[config.mk]
export PLATFORM = sky130hd
export DESIGN_NAME = ysyx_22040759_if
export DESIGN_NICKNAME = d
export VERILOG_FILES = /design/src/rtl/ysyx_22040759_if.sv
export SDC_FILE = /design/constraint.sdc
export NUM_CORES = 1
export LEC_CHECK = 0
export ABC_AREA = 1
export CORE_MARGIN = 2
export CORE_UTILIZATION = 45
export CTS_BUF_LIST = sky130_fd_sc_hd__clkbuf_8
export DETAILED_ROUTE_END_ITERATION = 6
export PLACE_DENSITY_LB_ADDON = 0.15
export SLEW_MARGIN = 10
export SYNTH_ARGS = -nofsm -noshare
export SYNTH_HDL_FRONTEND = slang
export SYNTH_SLANG_ARGS = --single-unit
[constraint.sdc]
create_clock -name clk -period 1.7 [get_ports clk]
set_input_delay 0.17 -clock clk [delete_from_list [all_inputs] [get_ports clk]]
set_output_delay 0.17 -clock clk [all_outputs]
set_load 0.005 [all_outputs]
[src/rtl/ysyx_22040759_if.sv]
// Instruction fetch stage: one outstanding fetch, holds the fetched instruction
// until decode accepts it, and squashes in-flight fetches on branch redirect.
module ysyx_22040759_if #(
    parameter logic [63:0] RESET_PC = 64'h0000_0000_8000_0000
) (
    input  logic        clk,
    input  logic        rst,
    input  logic        ds_allowin,
    input  logic [64:0] bru_to_fs_bus,
    output logic        inst_req_valid,
    input  logic        inst_req_ready,
    output logic [63:0] inst_req_addr,
    input  logic        inst_resp_valid,
    input  logic [31:0] inst_resp_data,
    output logic        fs_to_ds_valid,
    output logic [95:0] fs_to_ds_bus
);

    typedef enum logic [1:0] {IDLE, REQ, WAIT, HOLD} state_t;

    state_t      state;
    logic [63:0] fetch_pc;
    logic [63:0] tgt_pc;
    logic        discard;
    logic [31:0] inst_r;

    logic        br_taken;
    logic [63:0] br_target;

    assign br_taken  = bru_to_fs_bus[64];
    assign br_target = bru_to_fs_bus[63:0] & ~64'h3;

    always_ff @(posedge clk) begin
        if (!rst) begin
            state    <= IDLE;
            fetch_pc <= RESET_PC;
            tgt_pc   <= RESET_PC;
            discard  <= 1'b0;
            inst_r   <= 32'h0000_0013;
        end else begin
            case (state)
                IDLE: begin
                    state <= REQ;
                    if (br_taken) fetch_pc <= br_target;
                end
                REQ: begin
                    // The presented address must not change; the target waits
                    // until the doomed fetch has returned.
                    if (br_taken) begin
                        tgt_pc  <= br_target;
                        discard <= 1'b1;
                    end
                    if (inst_req_ready) state <= WAIT;
                end
                WAIT: begin
                    if (inst_resp_valid) begin
                        if (discard || br_taken) begin
                            discard  <= 1'b0;
                            fetch_pc <= br_taken ? br_target : tgt_pc;
                            state    <= REQ;
                        end else begin
                            inst_r <= inst_resp_data;
                            state  <= HOLD;
                        end
                    end else if (br_taken) begin
                        tgt_pc  <= br_target;
                        discard <= 1'b1;
                    end
                end
                HOLD: begin
                    if (br_taken) begin
                        fetch_pc <= br_target;
                        state    <= REQ;
                    end else if (ds_allowin) begin
                        fetch_pc <= fetch_pc + 64'd4;
                        state    <= REQ;
                    end
                end
                default: state <= IDLE;
            endcase
        end
    end

    // The decode handshake is masked combinationally so a redirect kills the
    // held instruction in the very cycle it arrives.
    assign inst_req_valid = (state == REQ);
    assign inst_req_addr  = fetch_pc;
    assign fs_to_ds_valid = (state == HOLD) && !br_taken;
    assign fs_to_ds_bus   = {inst_r, fetch_pc};

endmodule

==> key figures <==
Clocking
  – Max H-tree Level: 4
  – Clk buf depth: 2
  – Worst-path clk slew: 0.11 ns
  – CTS tree: built
  – Clk sink count: 163
  – Clk_lat worst skew: 0.50 ns
  – CTS Buf Count: 17
  – Clock root cell: clkbuf_8

STA
  – Final setup fails: 70
  – Hold violation total from the final report: 0
  – Max Fclk: 0.514 GHz
  – Max-slew violations: 0
  – Worst Max-Slew Pin Slew: 0.575 ns
  – Fin worst setup slack: -0.245 ns
  – Relative max-transition margin: 61.6%
  – Clk_skew: 0.0172 ns
  – RSZ-0062 raised after global routing: true
  – Setup tns final: -11.07 ns
  – Tmin final: 1.95 ns
  – Fin crit share: 114%

Die
  – Die Span Y: 154 µm
  – I/O pin total: 264
  – Row cnt: 55
  – Initial core utilization: 45.4%
  – CORE AREA: 22400 µm²
  – Die ar.: 23900 µm²
  – Die W: 154 µm

Worst setup path
  – Most frequent CP cell: buf_6
  – CP cell instances: buf_6 -> ha_4 -> clkinv_4 -> nor2_4 -> a21oi_2 -> nand2_1 -> nor2_4 -> buf_4 -> buf_6 -> buf_12 -> buf_6 -> o21ai_2 -> a31oi_1
  – CP arrival: 2.35 ns
  – Critical-path top delay cell: dfxtp_4
  – Critical path type: reg2reg
  – Critical path launch point type: flip-flop
  – CP max stage delay: 0.37 ns
  – Crit. End Element: flip-flop
  – Required time of the critical path: 2.10 ns
  – Worst-path maximum fanout: 8

Power
  – Power, Total: 0.0140 W
  – Pwr per Cell Area: 896 nW/µm²
  – Max VDD drop: 0.521 mV
  – Leak pwr: 6.52 nW

GRT
  – Vias in the first global route: 10974
  – Total global routing overflow: 0
  – Largest net degree at the start of global routing: 86
  – Gr usage total: 30.1%
  – Global-route wire length before repair: 57500 µm
  – Antenna violations before repair: 0

Logic synthesis
  – Top cell type's share of synthesized area: 32.0%
  – Post-Syn Nets: 1633
  – Avg Inst Size Synth: 6.68 µm²
  – Largest area contributor in the netlist: dfxtp_1
  – Post-synth top flop: dfxtp_1
  – Top-count cell post-synth: nand2_1
  – Synth warnings: 0
  – Post-synthesis register bit count: 163
  – Syn Inst Count: 1525
  – Asr flop ratio synth: 0%
  – Sequential share of the synthesized area: 32.0%
  – Post-synth top cells: nand2_1, a21oi_1, o21ai_0, dfxtp_1, nor2_1
  – Ranking of synthesized cells by area: dfxtp_1, nand2_1, a21oi_1, o21ai_0, buf_4
  – Cell Area, Synth: 10200 µm²
  – Post-synthesis cell type count: 41
  – EDFF count, synth: 0

Flow run
  – MaxCap Viol Count: 0

Placement
  – Placed cells: 2093
  – Pre-CTS setup slack: -0.241 ns
  – Post-DP Area: 13800 µm²
  – Port bufs: 261
  – Post-DP HPWL: 26400 µm
  – GP Congestion: 0.920

Layout
  – Antenna Cells: 0
  – Fin cells: 2177
  – Fill count: 1864
  – Final instance area: 15600 µm²
  – Share of post-route cells with drive strength above 1: 24.9%
  – Area delta synth->final: 53.3%
  – NumNets Final: 1987

Route
  – DRT iter0 DRCs: 1107
  – Antenna-violating nets left: 0
  – First-pass DRT Iterations: 6
  – Number of vias per cell: 5.55
  – WL/cell: 18.0 µm
  – Residual DRC: 0
  – Aggregate routed wire length: 39300 µm
  – Vias after detailed routing: 12083

Hold path
  – Hold WC Path Type: in2reg

Run status
  – Outcome: finished, violations left
  – Violated checks: setup timing
report_power, final:
part | total, W | switching, W | internal (W)
combinational | 0.00607 | 0.00285 | 0.00322
clock | 0.00295 | 0.00175 | 0.00120
sequential | 0.00498 | 0.000505 | 0.00447
total | 0.0140 | 0.00510 | 0.00889
per-layer routing:
metal  part of all wire [%]  vias to the layer above  global-route usage (%)
li1                       -                     5757                       -
met1                     40                     5593                    37.9
met2                     47                      633                    51.2
met3                    8.9                      100                    6.25
met4                    3.9                        0                    10.9
met5                      0                        -                       0
layout make-up:
cell class | count | area [µm²] | area share (%)
Multi-Input combinational cell | 1111 | 6100 | 39.1
Timing Repair Buffer | 486 | 4980 | 31.9
Sequential cell | 163 | 3400 | 21.7
Inverter | 99 | 394 | 2.52
Tap cell | 285 | 357 | 2.28
Clock inverter | 15 | 149 | 0.954
Timing Repair inverter | 1 | 8.76 | 0.0561
Clock buffer | 17 | 234 | 1.50
flip-flops by register name, summed over array words and instances (netlist names):
name           cells
inst_req_addr     64
tgt_pc            64
inst_r            32
state              2
discard            1
per-stage QoR:
| step | util [%] | hold WS, ns |
|---|---|---|
| 2_1_floorplan | - | 0.283 |
| 3_3_place_gp | 61.4 | 0.424 |
| 3_5_place_dp | 61.4 | 0.431 |
| 4_1_cts | 65.6 | 0.168 |
| 5_1_grt | 69.6 | 0.185 |
| 6_report | 69.6 | 0.178 |
cells by family after synthesis:
kind of cell	synth area share [%]
AO/OA/AOI/OAI	22.9
buffers and inverters	12.3
XOR/XNOR	1.89
flip-flops	32.0
adder cells (fa/ha/maj)	0.737
multiplexers	0.0983
AND/OR/NAND/NOR	30.1
worst max-delay path, delay by kind of cell, from the launching register on:
kind / cells / cell delay [ns]
buf+inv: 6 / 0.68
compound gates: 3 / 0.36
flops: 1 / 0.37
simple gates: 3 / 0.29
fa+ha+maj: 1 / 0.16
layout by cell type, fill, tap and decap left out, drive strengths merged, types with 2 or more instances in the layout:
master	Yosys	final
dlygate4sd2	0	12
nor4	7	7
a31oi	41	41
clkinvlp	0	5
nor3b	2	2
a21boi	29	29
ha	6	6
nand3b	5	5
nand4	15	15
clkdlybuf4s50	0	220
a21oi	183	183
o21bai	7	7
a21o	2	2
inv	99	105
o21ai	168	168
nand2	347	347
xor2	6	6
dfxtp	163	163
clkinv	0	4
a211oi	3	3
clkbuf	61	28
buf	91	217
nor2	157	157
nand3	67	67
xnor2	16	16
nor3	46	46
dlymetal6s2s	0	25
path summary, 6_finish.rpt:
check	startpoint	to	slack (ns)	cells after the start
max	state[1]	inst_req_addr[16]	-0.25	13
min	rst	tgt_pc[59]	0.18	4
max reg2reg	state[1]	inst_req_addr[16]	-0.25	13
min reg2reg	tgt_pc[0]	tgt_pc[0]	0.44	2
what timing repair did:
item	CTS	global route
setup endpoints to repair	143	207
hold buffers	0	0
resized for setup	158	175
pin swaps	10	13
gates cloned	5	14
hold endpoints to repair	0	0
setup buffers	15	19
(Power assumes the default switching activity.)
